## src/rtl/multicycle_cu_if.sv

```systemverilog
// Bus between the multicycle control unit and its datapath/memory side.
// master: the control unit (consumes instr/handshakes, drives strobes, selects and status).
// slave:  the datapath/memory side.
interface multicycle_cu_if #(
  parameter int XLEN = 32
) ();
  logic [31:0]     instr;
  logic            imem_valid;
  logic            dmem_ready;
  logic            branch_taken;
  logic            imem_req;
  logic            ir_we;
  logic            pc_we;
  logic            rf_we;
  logic            dm_req;
  logic            dm_we;
  logic            alu_src_a;
  logic            alu_src_b;
  logic            pc_sel;
  logic [1:0]      wb_sel;
  logic [4:0]      rs1;
  logic [4:0]      rs2;
  logic [4:0]      rd;
  logic [2:0]      func3;
  logic            subsra;
  logic [2:0]      state;
  logic            illegal;
  logic [XLEN-1:0] instret;

  modport master (
    input  instr, imem_valid, dmem_ready, branch_taken,
    output imem_req, ir_we, pc_we, rf_we, dm_req, dm_we,
    output alu_src_a, alu_src_b, pc_sel, wb_sel,
    output rs1, rs2, rd, func3, subsra, state, illegal, instret
  );

  modport slave (
    output instr, imem_valid, dmem_ready, branch_taken,
    input  imem_req, ir_we, pc_we, rf_we, dm_req, dm_we,
    input  alu_src_a, alu_src_b, pc_sel, wb_sel,
    input  rs1, rs2, rd, func3, subsra, state, illegal, instret
  );
endinterface

```

## src/rtl/multicycle_cu.sv

```systemverilog
// multicycle_cu: Moore-style control FSM for a multicycle RV32 core
// (FETCH -> DECODE -> EXEC -> [MEM] -> [WB] -> FETCH, sticky TRAP).
// Optional feature: define CU_JUMP_EN to accept JAL/JALR; otherwise both trap.
module multicycle_cu #(
  parameter int         XLEN        = 32,
  parameter logic [2:0] RESET_STATE = 3'd0
) (
  input logic            clk,
  input logic            reset,
  multicycle_cu_if.master bus
);

  typedef enum logic [2:0] {
    S_FETCH  = 3'd0,
    S_DECODE = 3'd1,
    S_EXEC   = 3'd2,
    S_MEM    = 3'd3,
    S_WB     = 3'd4,
    S_TRAP   = 3'd5
  } state_t;

  localparam logic [6:0] OP_R      = 7'b0110011;
  localparam logic [6:0] OP_I      = 7'b0010011;
  localparam logic [6:0] OP_LOAD   = 7'b0000011;
  localparam logic [6:0] OP_STORE  = 7'b0100011;
  localparam logic [6:0] OP_BRANCH = 7'b1100011;
`ifdef CU_JUMP_EN
  localparam logic [6:0] OP_JAL    = 7'b1101111;
  localparam logic [6:0] OP_JALR   = 7'b1100111;
`endif

  // Opcodes the unit knows how to sequence; everything else traps.
  function automatic logic op_legal(input logic [6:0] op);
    case (op)
      OP_R, OP_I, OP_LOAD, OP_STORE, OP_BRANCH: op_legal = 1'b1;
`ifdef CU_JUMP_EN
      OP_JAL, OP_JALR:                          op_legal = 1'b1;
`endif
      default:                                  op_legal = 1'b0;
    endcase
  endfunction

  state_t          state_r;
  // Only the instruction bits the control unit decodes are kept:
  // {instr[30], instr[24:0]}.
  logic [25:0]     ir_r;
  logic [4:0]      rs1_r, rs2_r, rd_r;
  logic [2:0]      func3_r;
  logic            subsra_r;
  logic            illegal_r;
  logic [XLEN-1:0] instret_r;

  logic [6:0]      op_s;
  logic            is_jump_s;
  logic            imem_req_s, ir_we_s, pc_we_s, rf_we_s, dm_req_s, dm_we_s;
  logic            alu_src_a_s, alu_src_b_s, pc_sel_s;
  logic [1:0]      wb_sel_s;

  assign op_s = ir_r[6:0];
`ifdef CU_JUMP_EN
  assign is_jump_s = (op_s == OP_JAL) || (op_s == OP_JALR);
`else
  assign is_jump_s = 1'b0;
`endif

  // State sequencing, instruction/field latching, retire counter and trap flag.
  always_ff @(posedge clk) begin
    if (reset) begin
      state_r   <= state_t'(RESET_STATE);
      ir_r      <= 26'd0;
      rs1_r     <= 5'd0;
      rs2_r     <= 5'd0;
      rd_r      <= 5'd0;
      func3_r   <= 3'd0;
      subsra_r  <= 1'b0;
      illegal_r <= 1'b0;
      instret_r <= {XLEN{1'b0}};
    end else begin
      case (state_r)
        S_FETCH: begin
          if (bus.imem_valid) begin
            ir_r    <= {bus.instr[30], bus.instr[24:0]};
            state_r <= S_DECODE;
          end
        end
        S_DECODE: begin
          rs1_r    <= ir_r[19:15];
          rs2_r    <= ((op_s == OP_R) || (op_s == OP_STORE) || (op_s == OP_BRANCH))
                      ? ir_r[24:20] : 5'd0;
          rd_r     <= ((op_s == OP_STORE) || (op_s == OP_BRANCH)) ? 5'd0 : ir_r[11:7];
          func3_r  <= ir_r[14:12];
          subsra_r <= (op_s == OP_R) ? ir_r[25] : 1'b0;
          if (op_legal(op_s)) begin
            state_r <= S_EXEC;
          end else begin
            state_r   <= S_TRAP;
            illegal_r <= 1'b1;
          end
        end
        S_EXEC: begin
          case (op_s)
            OP_R, OP_I: state_r <= S_WB;
`ifdef CU_JUMP_EN
            OP_JAL, OP_JALR: state_r <= S_WB;
`endif
            OP_LOAD, OP_STORE: state_r <= S_MEM;
            OP_BRANCH: begin
              instret_r <= instret_r + {{(XLEN-1){1'b0}}, 1'b1};
              state_r   <= S_FETCH;
            end
            default: begin
              illegal_r <= 1'b1;
              state_r   <= S_TRAP;
            end
          endcase
        end
        S_MEM: begin
          if (bus.dmem_ready) begin
            if (op_s == OP_STORE) begin
              instret_r <= instret_r + {{(XLEN-1){1'b0}}, 1'b1};
              state_r   <= S_FETCH;
            end else begin
              state_r   <= S_WB;
            end
          end
        end
        S_WB: begin
          instret_r <= instret_r + {{(XLEN-1){1'b0}}, 1'b1};
          state_r   <= S_FETCH;
        end
        S_TRAP:  state_r <= S_TRAP;
        default: state_r <= S_FETCH;
      endcase
    end
  end

  // Per-state strobes and mux selects; reset forces everything low immediately.
  always_comb begin
    imem_req_s  = 1'b0;
    ir_we_s     = 1'b0;
    pc_we_s     = 1'b0;
    rf_we_s     = 1'b0;
    dm_req_s    = 1'b0;
    dm_we_s     = 1'b0;
    alu_src_a_s = 1'b0;
    alu_src_b_s = 1'b0;
    pc_sel_s    = 1'b0;
    wb_sel_s    = 2'b00;
    if (reset) begin
      imem_req_s = 1'b0;
    end else begin
      case (state_r)
        S_FETCH: begin
          imem_req_s = 1'b1;
          ir_we_s    = bus.imem_valid;
        end
        S_EXEC: begin
          case (op_s)
            OP_R:              alu_src_b_s = 1'b0;
            OP_I:              alu_src_b_s = 1'b1;
            OP_LOAD, OP_STORE: alu_src_b_s = 1'b1;
            OP_BRANCH: begin
              pc_we_s     = 1'b1;
              pc_sel_s    = bus.branch_taken;
              alu_src_a_s = 1'b1;
              alu_src_b_s = 1'b1;
            end
`ifdef CU_JUMP_EN
            OP_JAL: begin
              alu_src_a_s = 1'b1;
              alu_src_b_s = 1'b1;
            end
            OP_JALR:           alu_src_b_s = 1'b1;
`endif
            default:           alu_src_b_s = 1'b0;
          endcase
        end
        S_MEM: begin
          dm_req_s = 1'b1;
          dm_we_s  = (op_s == OP_STORE);
          pc_we_s  = bus.dmem_ready && (op_s == OP_STORE);
        end
        S_WB: begin
          pc_we_s  = 1'b1;
          pc_sel_s = is_jump_s;
          rf_we_s  = (rd_r != 5'd0);
          if (rd_r == 5'd0) begin
            wb_sel_s = 2'b00;
          end else if (is_jump_s) begin
            wb_sel_s = 2'b10;
          end else if (op_s == OP_LOAD) begin
            wb_sel_s = 2'b00;
          end else begin
            wb_sel_s = 2'b01;
          end
        end
        default: imem_req_s = 1'b0;
      endcase
    end
  end

  assign bus.imem_req  = imem_req_s;
  assign bus.ir_we     = ir_we_s;
  assign bus.pc_we     = pc_we_s;
  assign bus.rf_we     = rf_we_s;
  assign bus.dm_req    = dm_req_s;
  assign bus.dm_we     = dm_we_s;
  assign bus.alu_src_a = alu_src_a_s;
  assign bus.alu_src_b = alu_src_b_s;
  assign bus.pc_sel    = pc_sel_s;
  assign bus.wb_sel    = wb_sel_s;
  assign bus.rs1       = rs1_r;
  assign bus.rs2       = rs2_r;
  assign bus.rd        = rd_r;
  assign bus.func3     = func3_r;
  assign bus.subsra    = subsra_r;
  assign bus.state     = state_r;
  assign bus.illegal   = illegal_r;
  assign bus.instret   = instret_r;

endmodule
```

## src/flat_wrapper.sv

```systemverilog
// flat-port wrapper written by rule: the top's interface ports become plain ports
module multicycle_cu_flat 
#(
  parameter int         XLEN        = 32,
  parameter logic [2:0] RESET_STATE = 3'd0
)
  (clk, reset, bus_instr, bus_imem_valid, bus_dmem_ready, bus_branch_taken, bus_imem_req, bus_ir_we, bus_pc_we, bus_rf_we, bus_dm_req, bus_dm_we, bus_alu_src_a, bus_alu_src_b, bus_pc_sel, bus_wb_sel, bus_rs1, bus_rs2, bus_rd, bus_func3, bus_subsra, bus_state, bus_illegal, bus_instret);
  multicycle_cu_if #(.XLEN(XLEN)) bus_i ();
  input logic clk;
  input logic reset;
  input wire logic [$bits(bus_i.instr)-1:0] bus_instr;
  input wire logic [$bits(bus_i.imem_valid)-1:0] bus_imem_valid;
  input wire logic [$bits(bus_i.dmem_ready)-1:0] bus_dmem_ready;
  input wire logic [$bits(bus_i.branch_taken)-1:0] bus_branch_taken;
  output wire logic [$bits(bus_i.imem_req)-1:0] bus_imem_req;
  output wire logic [$bits(bus_i.ir_we)-1:0] bus_ir_we;
  output wire logic [$bits(bus_i.pc_we)-1:0] bus_pc_we;
  output wire logic [$bits(bus_i.rf_we)-1:0] bus_rf_we;
  output wire logic [$bits(bus_i.dm_req)-1:0] bus_dm_req;
  output wire logic [$bits(bus_i.dm_we)-1:0] bus_dm_we;
  output wire logic [$bits(bus_i.alu_src_a)-1:0] bus_alu_src_a;
  output wire logic [$bits(bus_i.alu_src_b)-1:0] bus_alu_src_b;
  output wire logic [$bits(bus_i.pc_sel)-1:0] bus_pc_sel;
  output wire logic [$bits(bus_i.wb_sel)-1:0] bus_wb_sel;
  output wire logic [$bits(bus_i.rs1)-1:0] bus_rs1;
  output wire logic [$bits(bus_i.rs2)-1:0] bus_rs2;
  output wire logic [$bits(bus_i.rd)-1:0] bus_rd;
  output wire logic [$bits(bus_i.func3)-1:0] bus_func3;
  output wire logic [$bits(bus_i.subsra)-1:0] bus_subsra;
  output wire logic [$bits(bus_i.state)-1:0] bus_state;
  output wire logic [$bits(bus_i.illegal)-1:0] bus_illegal;
  output wire logic [$bits(bus_i.instret)-1:0] bus_instret;
  assign bus_i.instr = bus_instr;
  assign bus_i.imem_valid = bus_imem_valid;
  assign bus_i.dmem_ready = bus_dmem_ready;
  assign bus_i.branch_taken = bus_branch_taken;
  assign bus_imem_req = bus_i.imem_req;
  assign bus_ir_we = bus_i.ir_we;
  assign bus_pc_we = bus_i.pc_we;
  assign bus_rf_we = bus_i.rf_we;
  assign bus_dm_req = bus_i.dm_req;
  assign bus_dm_we = bus_i.dm_we;
  assign bus_alu_src_a = bus_i.alu_src_a;
  assign bus_alu_src_b = bus_i.alu_src_b;
  assign bus_pc_sel = bus_i.pc_sel;
  assign bus_wb_sel = bus_i.wb_sel;
  assign bus_rs1 = bus_i.rs1;
  assign bus_rs2 = bus_i.rs2;
  assign bus_rd = bus_i.rd;
  assign bus_func3 = bus_i.func3;
  assign bus_subsra = bus_i.subsra;
  assign bus_state = bus_i.state;
  assign bus_illegal = bus_i.illegal;
  assign bus_instret = bus_i.instret;
  multicycle_cu #(.XLEN(XLEN), .RESET_STATE(RESET_STATE)) u_core (.clk(clk), .reset(reset), .bus(bus_i));
endmodule
```

## config.mk

```make
export PLATFORM = sky130hd
export DESIGN_NAME = multicycle_cu_flat
export DESIGN_NICKNAME = d
export VERILOG_FILES = /design/src/rtl/multicycle_cu_if.sv /design/src/rtl/multicycle_cu.sv /design/src/flat_wrapper.sv
export SDC_FILE = /design/constraint.sdc
export NUM_CORES = 1
export LEC_CHECK = 0
export BUFFER_PORTS_ARGS = -buffer_cell sky130_fd_sc_hd__buf_2
export CORE_ASPECT_RATIO = 0.5
export CORE_MARGIN = 2
export CORE_UTILIZATION = 45
export DETAILED_ROUTE_END_ITERATION = 10
export PLACE_DENSITY = 0.76
export SLEW_MARGIN = 20
export SYNTH_ARGS = -nofsm -noshare
export SYNTH_HDL_FRONTEND = slang
export SYNTH_SLANG_ARGS = --single-unit
```

## constraint.sdc

```tcl
create_clock -name clk -period 4.74 [get_ports clk]
set_input_delay 0.711 -clock clk [delete_from_list [all_inputs] [get_ports clk]]
set_output_delay 0.711 -clock clk [all_outputs]
set_load 0.01 [all_outputs]
```

==> reports/qor.txt, run 1 <==
status = finished, final reports clean
1st-iter DRT viols = 184
Yosys top cell area share = 45.7%
clk_skew = 0.00532 ns
Tcrit/Tclk final = 64.6%
Clock Latency Late Sink = 0.33 ns
area leader, netlist = dfxtp_1
initial core utilization = 47.4%
die area = 8650 µm²
ys async rst share = 0%
Max Slew Vio Count = 0
final count of hold timing violations = 0
Clock Sinks = 81
pwr dens = 339 nW/µm²
HP Class = reg -> reg
setup TNS = 0 ns
CP required = 4.03 ns
Nets = 556
CTS tree = built
switch share = 22.6%
Switch Pwr = 333 µW
Root Driver = clkbuf_16
max_slew headroom = 33.5%
WL/cell = 13.5 µm
hold-fix buffers at CTS = 0
CTS buffer count = 9
post-CTS setup buffer count = 0
post-synthesis sequential area ratio = 45.7%
CP Launch Type = flip-flop
Max Cap Violations = 0
largest net degree at the start of global routing = 61
DR pass1 iterations = 4
post-DP HPWL = 5.72 mm
vias per cell = 5.26
Internal Pwr Total = 1.14 mW
dpl cells = 615
Slew @ Worst Pin = 0.994 ns
port bufs = 95
core area = 7490 µm²
area taken by multi-input logic gates = 1790 µm²
Synth warnings = 0
GRT Overall Usage = 21.0%
Mean Syn Cell Area = 8.10 µm²
Chip Width = 130 µm
maximum fanout along the worst path = 18
predominant post-synthesis flop cell = dfxtp_1
most common cell after layout, fill and taps aside = buf_2
gr ovfl total = 0
Die Y-Extent = 66.8 µm
IO Count = 103
clock group share of total power = 44.5%
WL final = 8.49 mm
CP Capture Type = output port
Antenna Cells = 0
sequential share of power = 48.8%
maximum clock rate = 0.326 GHz
final-layout fill cell count = 742
Synth area leaders = dfxtp_1, nand2_1, a21oi_1, nor2_1, xor2_1
worst-case clock buffer depth = 2
GPL Wtd Cong = 0.767
VDD IR max = 213 µV
crit path time final = 3.06 ns
Register Area = 1620 µm²
global-route wire length before repair = 14.2 mm
DR vias = 3,316
commonest cells after routing, fill and taps aside = buf_2, nand2_1, dfxtp_1
initial antenna violation count = 0
Critical Path AT = 2.35 ns
Area Overhead vs Synth = 22.2%
non-filler cells, final = 630
Post-Synthesis Cells = 438
RSZ-0062 raised after global routing = no
post-synth net total = 476
synth unique cells = 51
share of layout cells above drive strength 1 = 23.6%
number of flops mapped to enable cells by yosys = 0
Leakage = 1.80 nW
vias in the first global route = 3,035
Post-Synthesis Cell Area = 3550 µm²
Logic pwr share = 6.7%
DR DRC count = 0
final setup violation count = 0
Site Rows = 22
Crit Path Category = reg -> out
clock slew at reported path FFs = 0.06 ns
H-tree levels = 3
post-synthesis register bit count = 81
CTS resizes = 0
Detail Route Antenna Nets = 0
==> worst max-delay path, stage by stage (launching register included) <==
cell and delay [ns]:
dfxtp_1 0.44, nand2b_1 0.25, nor2_2 0.65, nor2_1 0.25, nor3_1 0.26, buf_2 0.17
==> final cells by class <==
| type | count | area share, % |
|---|---|---|
| multi-input combinational | 323 | 41.3 |
| sequential | 81 | 37.4 |
| timing repair buffer | 96 | 11.2 |
| clock buffer | 11 | 5.37 |
| tap | 108 | 3.12 |
| clock inverter | 4 | 1.04 |
| inverter | 7 | 0.606 |
==> logic make-up after synthesis <==
family          Yosys count  share of synthesized area [%]
simple gates            196                           26.8
compound gates          108                           18.8
flops                    81                           45.7
buf+inv                  34                           4.06
xor+xnor                 16                           3.95
fa+ha+maj                 1                          0.353
other cells               1                          0.106
mux                       1                          0.282
==> cell usage after synthesis (2+ instances only) <==
cell type / instances
nand2b_1: 3
nor2b_1: 2
nor4_1: 6
buf_4: 3
xor2_1: 15
inv_1: 7
or3_1: 13
nand4_1: 7
o211ai_1: 4
buf_2: 4
dfxtp_1: 81
o21ai_0: 20
a22oi_1: 5
nand3_1: 11
and3_1: 7
nor3_1: 4
clkbuf_1: 20
nand2_1: 89
o2111ai_1: 7
a21oi_1: 59
or4_1: 3
nor2_1: 35
o22ai_1: 2
and2_1: 3
o31ai_1: 2
==> layer usage <==
layer  GRT usage [%]  wire length [µm]
met2            33.8              4050
met1            26.6              4040
met5               0                 0
met3            6.59               355
met4            7.53                55
==> power by group through the flow <==
| stage | Clock, mW | Sequential (mW) | Combinational, mW |
|---|---|---|---|
| 6_report | 0.654 | 0.717 | 0.0984 |
| 3_5_place_dp | 0 | 0.732 | 0.0994 |
| 2_1_floorplan | 0 | 0.726 | 0.0700 |
| 3_3_place_gp | 0 | 0.731 | 0.0979 |
| 4_1_cts | 0.673 | 0.717 | 0.0996 |
| 5_1_grt | 0.701 | 0.721 | 0.112 |
==> path summary, 6_finish.rpt <==
kind              depth (start not counted)  slack, ns                                   to                        startpoint
hold / removal                            2       0.45       u_core.bus.rs1[2]$_SDFFE_PP0N_      u_core.ir_r[17]$_SDFFE_PP0P_
setup reg to reg                          5       2.39  u_core.bus.instret[30]$_SDFFE_PP0P_  u_core.bus.state[0]$_SDFFE_PP0P_
setup / recovery                          5       1.68                            bus_pc_we  u_core.bus.state[0]$_SDFFE_PP0P_
hold reg to reg                           2       0.45       u_core.bus.rs1[2]$_SDFFE_PP0N_      u_core.ir_r[17]$_SDFFE_PP0P_
==> metrics by stage <==
stage | utilization (%) | power [mW] | setup slack [ns] | instance area, µm² | hold WS (ns)
after floorplan | - | 0.796 | 2.32 | 3550 | 0.432
after global placement | 54.2 | 0.829 | 1.77 | 4060 | 0.438
after detailed placement | 54.2 | 0.831 | 1.80 | 4060 | 0.445
after CTS | 57.9 | 1.49 | 1.65 | 4330 | 0.453
after global routing | 57.9 | 1.53 | 1.44 | 4340 | 0.475
final | 57.9 | 1.47 | 1.68 | 4340 | 0.452
==> state kept, by name, indices dropped and copies added (netlist names) <==
name and count:
u_core.bus.subsra 1, u_core.bus.instret 32, u_core.bus.rd 5, u_core.bus.rs2 5, u_core.bus.state 3, u_core.bus.func3 3
u_core.ir_r 26, u_core.bus.rs1 5, u_core.bus.illegal 1
Note: power is estimated with default switching activity, not from simulation.
==> inputs of run 2 (changes only) <==
ABC_AREA = 1   (was default)
PLACE_DENSITY = 0.75   (was 0.76)
clock period = 3.1 ns   (was 4.74 ns; I/O delays follow)
==> run 2 against run 1 <==
Compared with the run above:
- die area is 11% higher
- critical path depth is 3 higher
- utilization is 2.1 points lower
- synthesized area is 12% higher
- sequential power is 66% higher
- via count is 23% higher
- critical path type unchanged
- largest power group unchanged
==> reports/qor.txt, run 2 <==
Logic pwr share = 14.3%
gr ovfl total = 0
most common cell in the synthesized netlist = nand2_1
setup TNS = 0 ns
Critical Path AT = 1.88 ns
DR pass1 iterations = 4
initial core utilization = 46.0%
post-DP HPWL = 6.90 mm
commonest cells after routing, fill and taps aside = nand2_1, buf_2, dfxtp_1
area leader, netlist = dfxtp_1
maximum fanout along the worst path = 26
port bufs = 95
post-synthesis register bit count = 81
Antenna Cells = 0
most common cell after layout, fill and taps aside = nand2_1
Nets = 739
Chip Width = 137 µm
Site Rows = 24
CP Launch Type = flip-flop
WL/cell = 11.9 µm
Internal Pwr Total = 1.90 mW
Tcrit/Tclk final = 75.7%
Post-Synthesis Cell Area = 3980 µm²
Post-Synthesis Cells = 615
worst-case clock buffer depth = 2
clk_skew = 0.00793 ns
ys async rst share = 0%
Max Cap Violations = 0
CTS tree = built
WL final = 9.77 mm
die area = 9650 µm²
Mean Syn Cell Area = 6.47 µm²
Clock Latency Late Sink = 0.34 ns
IO Count = 103
clock group share of total power = 40.4%
clock slew at reported path FFs = 0.06 ns
core area = 8650 µm²
pwr dens = 546 nW/µm²
Synth warnings = 0
CP Capture Type = output port
RSZ-0062 raised after global routing = no
initial antenna violation count = 0
Crit Path Category = reg -> out
global-route wire length before repair = 16.2 mm
max_slew headroom = 48.8%
HP Class = in -> reg
DR DRC count = 0
Die Y-Extent = 70.5 µm
final count of hold timing violations = 0
hold-fix buffers at CTS = 0
Leakage = 2.04 nW
synth unique cells = 31
switch share = 27.9%
Max Slew Vio Count = 0
max reg flops = 32
vias in the first global route = 3,552
r2r setup slk = 1.13 ns
post-synthesis sequential area ratio = 40.8%
DR vias = 4,089
CTS buffer count = 9
Post-synth top cells = nand2_1, dfxtp_1, a21oi_1, nor2_1, inv_1
Clock Sinks = 81
Root Driver = clkbuf_16
Slew @ Worst Pin = 0.764 ns
predominant post-synthesis flop cell = dfxtp_1
VDD IR max = 378 µV
Yosys top cell area share = 40.8%
H-tree levels = 3
Area Overhead vs Synth = 21.3%
post-CTS setup buffer count = 0
final-layout fill cell count = 836
1st-iter DRT viols = 228
final core utilization = 55.8%
share of layout cells above drive strength 1 = 17.4%
Final Instance Area = 4820 µm²
GRT Overall Usage = 20.9%
Synth area leaders = dfxtp_1, nand2_1, a21oi_1, nor2_1, o21ai_0
maximum clock rate = 0.426 GHz
final setup violation count = 0
GPL Wtd Cong = 0.914
sequential share of power = 45.3%
vias per cell = 4.97
DP Area = 4530 µm²
largest net degree at the start of global routing = 54
CTS resizes = 0
CP required = 2.63 ns
Design Power = 2.63 mW
status = finished, final reports clean
Switch Pwr = 735 µW
crit path time final = 2.35 ns
number of flops mapped to enable cells by yosys = 0
Detail Route Antenna Nets = 0
post-synth net total = 653
[run 2: cell types whose count changed after synthesis, sizes merged, moves of 6 or more]
cell | before | now
inv | 7 | 64
xor2 | 15 | 6
o21ai | 21 | 50
o2111ai | 9 | 0
nand3 | 11 | 30
nand2 | 89 | 184
a21oi | 59 | 75
or3 | 13 | 0
and3 | 7 | 0
nor2 | 36 | 77
nor4 | 7 | 1
[run 2: worst paths after layout]
path,startpoint,to,cells after the start
worst min-delay path,bus_instr[8],u_core.ir_r[8]$_SDFFE_PP0P_,3
worst max register to register,u_core.bus.instret[0]$_SDFFE_PP0P_,u_core.bus.instret[16]$_SDFFE_PP0P_,8
worst max-delay path,u_core.bus.state[2]$_SDFFE_PP0P_,bus_pc_we,8
worst min register to register,u_core.ir_r[23]$_SDFFE_PP0P_,u_core.ir_r[23]$_SDFFE_PP0P_,2
[run 2: logic make-up after synthesis]
logic type      Yosys count  share of synthesized area (%)
simple gates            303                           30.9
compound gates          129                           16.5
buf+inv                  90                           9.22
flops                    81                           40.8
xor+xnor                 10                           2.20
fa+ha+maj                 1                          0.315
other cells               1                         0.0943
[run 2: layout make-up]
cell class	count	area [µm²]	area share (%)
Multi-Input combinational cell	444	1990	41.3
Sequential cell	81	1620	33.6
Timing Repair Buffer	100	526	10.9
Inverter	65	244	5.06
Clock buffer	10	229	4.75
Tap cell	117	146	3.03
Clock inverter	5	63.8	1.32
[run 2: layer usage]
metal	share of wire, %	GRT usage [%]
met4	0.99	5.61
met5	0	0
met2	47	34.8
met3	5.8	6.90
met1	46	26.1
[run 2: power by group through the flow]
| stage | Sequential, mW | Combinational (mW) | Clock (mW) |
|---|---|---|---|
| global placement | 1.21 | 0.372 | 0 |
| CTS | 1.19 | 0.380 | 1.08 |
| detailed placement | 1.21 | 0.379 | 0 |
| global route | 1.21 | 0.432 | 1.12 |
| floorplan | 1.23 | 0.232 | 0 |
| finish | 1.19 | 0.377 | 1.06 |
[run 2: stage by stage]
step | setup WS, ns | hold slack, ns | instances
after global routing | 0.582 | 0.402 | 822
after CTS | 0.765 | 0.401 | 822
after detailed placement | 1.02 | 0.434 | 807
after floorplan | 1.31 | 0.422 | 615
final | 0.754 | 0.402 | 822
after global placement | 1.08 | 0.430 | 807
[run 2: critical path: stages (launching register included)]
cell and delay [ns]:
dfxtp_1 0.46, inv_2 0.10, nand2_1 0.13, nor2_4 0.06, nand3_2 0.11, nand3_2 0.10
inv_2 0.36, nor2_1 0.06, buf_2 0.15
==> inputs of run 3 (changes only) <==
PLACE_DENSITY = 0.77   (was 0.75)
clock period = 2.1 ns   (was 3.1 ns; I/O delays follow)
==> run 3 against run 2 <==
Compared with the run above:
- wire length grew 0.83%
- register-to-register slack lost 0.83 ns
- count of clock-buffer cells in the layout is the same
- clock power grew 35%
- final area grew 0.70%
- highest routed layer unchanged
- combinational power grew 54%
- power grew 43%
- sequential power grew 48%
==> reports/qor.txt, run 3 (same netlist as run 2, synthesis figures left out) <==
CP required = 1.78 ns
max reg flops = 32
RR Startpoint = u_core.bus.instret[1]$_SDFFE_PP0P_
HP Class = in -> reg
Detail Route Antenna Nets = 0
WL/cell = 11.9 µm
CP startpoint = u_core.ir_r[4]$_SDFFE_PP0P_
IO Count = 103
die area = 9650 µm²
initial antenna violation count = 0
WL final = 9.85 mm
largest net degree at the start of global routing = 42
CTS resizes = 0
clk_skew = 0.00587 ns
initial core utilization = 46.0%
Root Driver = clkbuf_16
Max Slew Vio Count = 0
worst hold path endpoint = u_core.ir_r[8]$_SDFFE_PP0P_
status = finished, final reports clean
RSZ-0062 raised after global routing = no
Tcrit/Tclk final = 92.6%
GPL Wtd Cong = 0.931
commonest cells after routing, fill and taps aside = nand2_1, buf_2, dfxtp_1
final setup violation count = 0
DR DRC count = 0
Worst Hold Path Cells = 3
DR vias = 4,020
Area Overhead vs Synth = 22.2%
port bufs = 95
vias per cell = 4.85
Design Power = 3.78 mW
min-delay src = bus_instr[8]
reg-to-reg endpoint = u_core.bus.instret[16]$_SDFFE_PP0P_
H-tree levels = 3
Final Worst Setup Slack = 0.154 ns
Clock Latency Late Sink = 0.33 ns
global-route wire length before repair = 16.2 mm
CP Capture Type = output port
Site Rows = 24
crit path time final = 1.95 ns
Nets = 745
Crit Path Category = reg -> out
pwr dens = 777 nW/µm²
most common cell after layout, fill and taps aside = nand2_1
final count of hold timing violations = 0
vias in the first global route = 3,489
hold-fix buffers at CTS = 0
Max Cap Violations = 0
maximum fanout along the worst path = 7
Die Y-Extent = 70.5 µm
CTS tree = built
clock slew at reported path FFs = 0.06 ns
GRT Overall Usage = 20.9%
share of layout cells above drive strength 1 = 18.7%
FF-to-FF path depth = 8
Leakage = 2.05 nW
Clock Sinks = 81
gr ovfl total = 0
post-DP HPWL = 6.98 mm
worst-case clock buffer depth = 2
setup TNS = 0 ns
Antenna Cells = 0
1st-iter DRT viols = 208
CTS buffer count = 9
Critical Path AT = 1.63 ns
Place WS = 0.347 ns
post-CTS setup buffer count = 0
r2r setup slk = 0.30 ns
CP Launch Type = flip-flop
Final Instance Area = 4860 µm²
DP Area = 4560 µm²
VDD IR max = 581 µV
maximum clock rate = 0.514 GHz
core area = 8650 µm²
DR pass1 iterations = 4
Chip Width = 137 µm
[run 3: changes by cell type in the layout (fill, tap and decap cells not counted), moves of 2 or more]
cell	change
clkinvlp_4	+2
dfxtp_1	-2
inv_6	-2
dfxtp_2	+2
buf_4	+7
[run 3: area by class of cell]
cell class,instances,area [µm²]
Multi-Input combinational cell,444,2010
Clock inverter,6,45.0
Clock buffer,10,229
Sequential cell,81,1620
Tap cell,117,146
Fill cell,857,3790
Timing Repair Buffer,106,558
Inverter,65,244
[run 3: worst max-delay path by stage]
stage	end	slack [ns]
3_5_place_dp	u_core.bus.instret[16]$_SDFFE_PP0P_	0.35
6_report	bus_pc_we	0.15
2_1_floorplan	u_core.bus.instret[16]$_SDFFE_PP0P_	0.45
4_1_cts	bus_pc_we	0.06
3_3_place_gp	u_core.bus.instret[28]$_SDFFE_PP0P_	0.40
5_1_grt	bus_pc_we	0.03
[run 3: metal layers]
metal / global-route usage (%) / up-vias / share of wire [%]
li1: - / 2142 / -
met1: 27.4 / 1791 / 48
met2: 34.0 / 75 / 46
met3: 5.66 / 12 / 4.3
met4: 5.61 / 0 / 1.1
met5: 0 / - / 0
[run 3: stage by stage]
stage               hold WS, ns  utilization (%)  instances
floorplan                 0.422                -        615
global route              0.263             56.2        829
CTS                       0.244             55.9        829
detailed placement        0.434             52.8        813
global placement          0.431             52.8        813
finish                    0.254             56.2        829
[run 3: critical path, stage by stage, from the launching register on]
cell and delay, ns:
dfxtp_1 0.32, inv_1 0.13, nand2_1 0.08, nor2_1 0.16, nand3_2 0.16, nand3_4 0.15, inv_2 0.07, nor2_1 0.10
buf_2 0.14
[run 3: power breakdown]
part / switching (mW) / internal (mW)
sequential: 0.0785 / 1.68
clock: 0.633 / 0.802
combinational: 0.371 / 0.210
total: 1.08 / 2.69
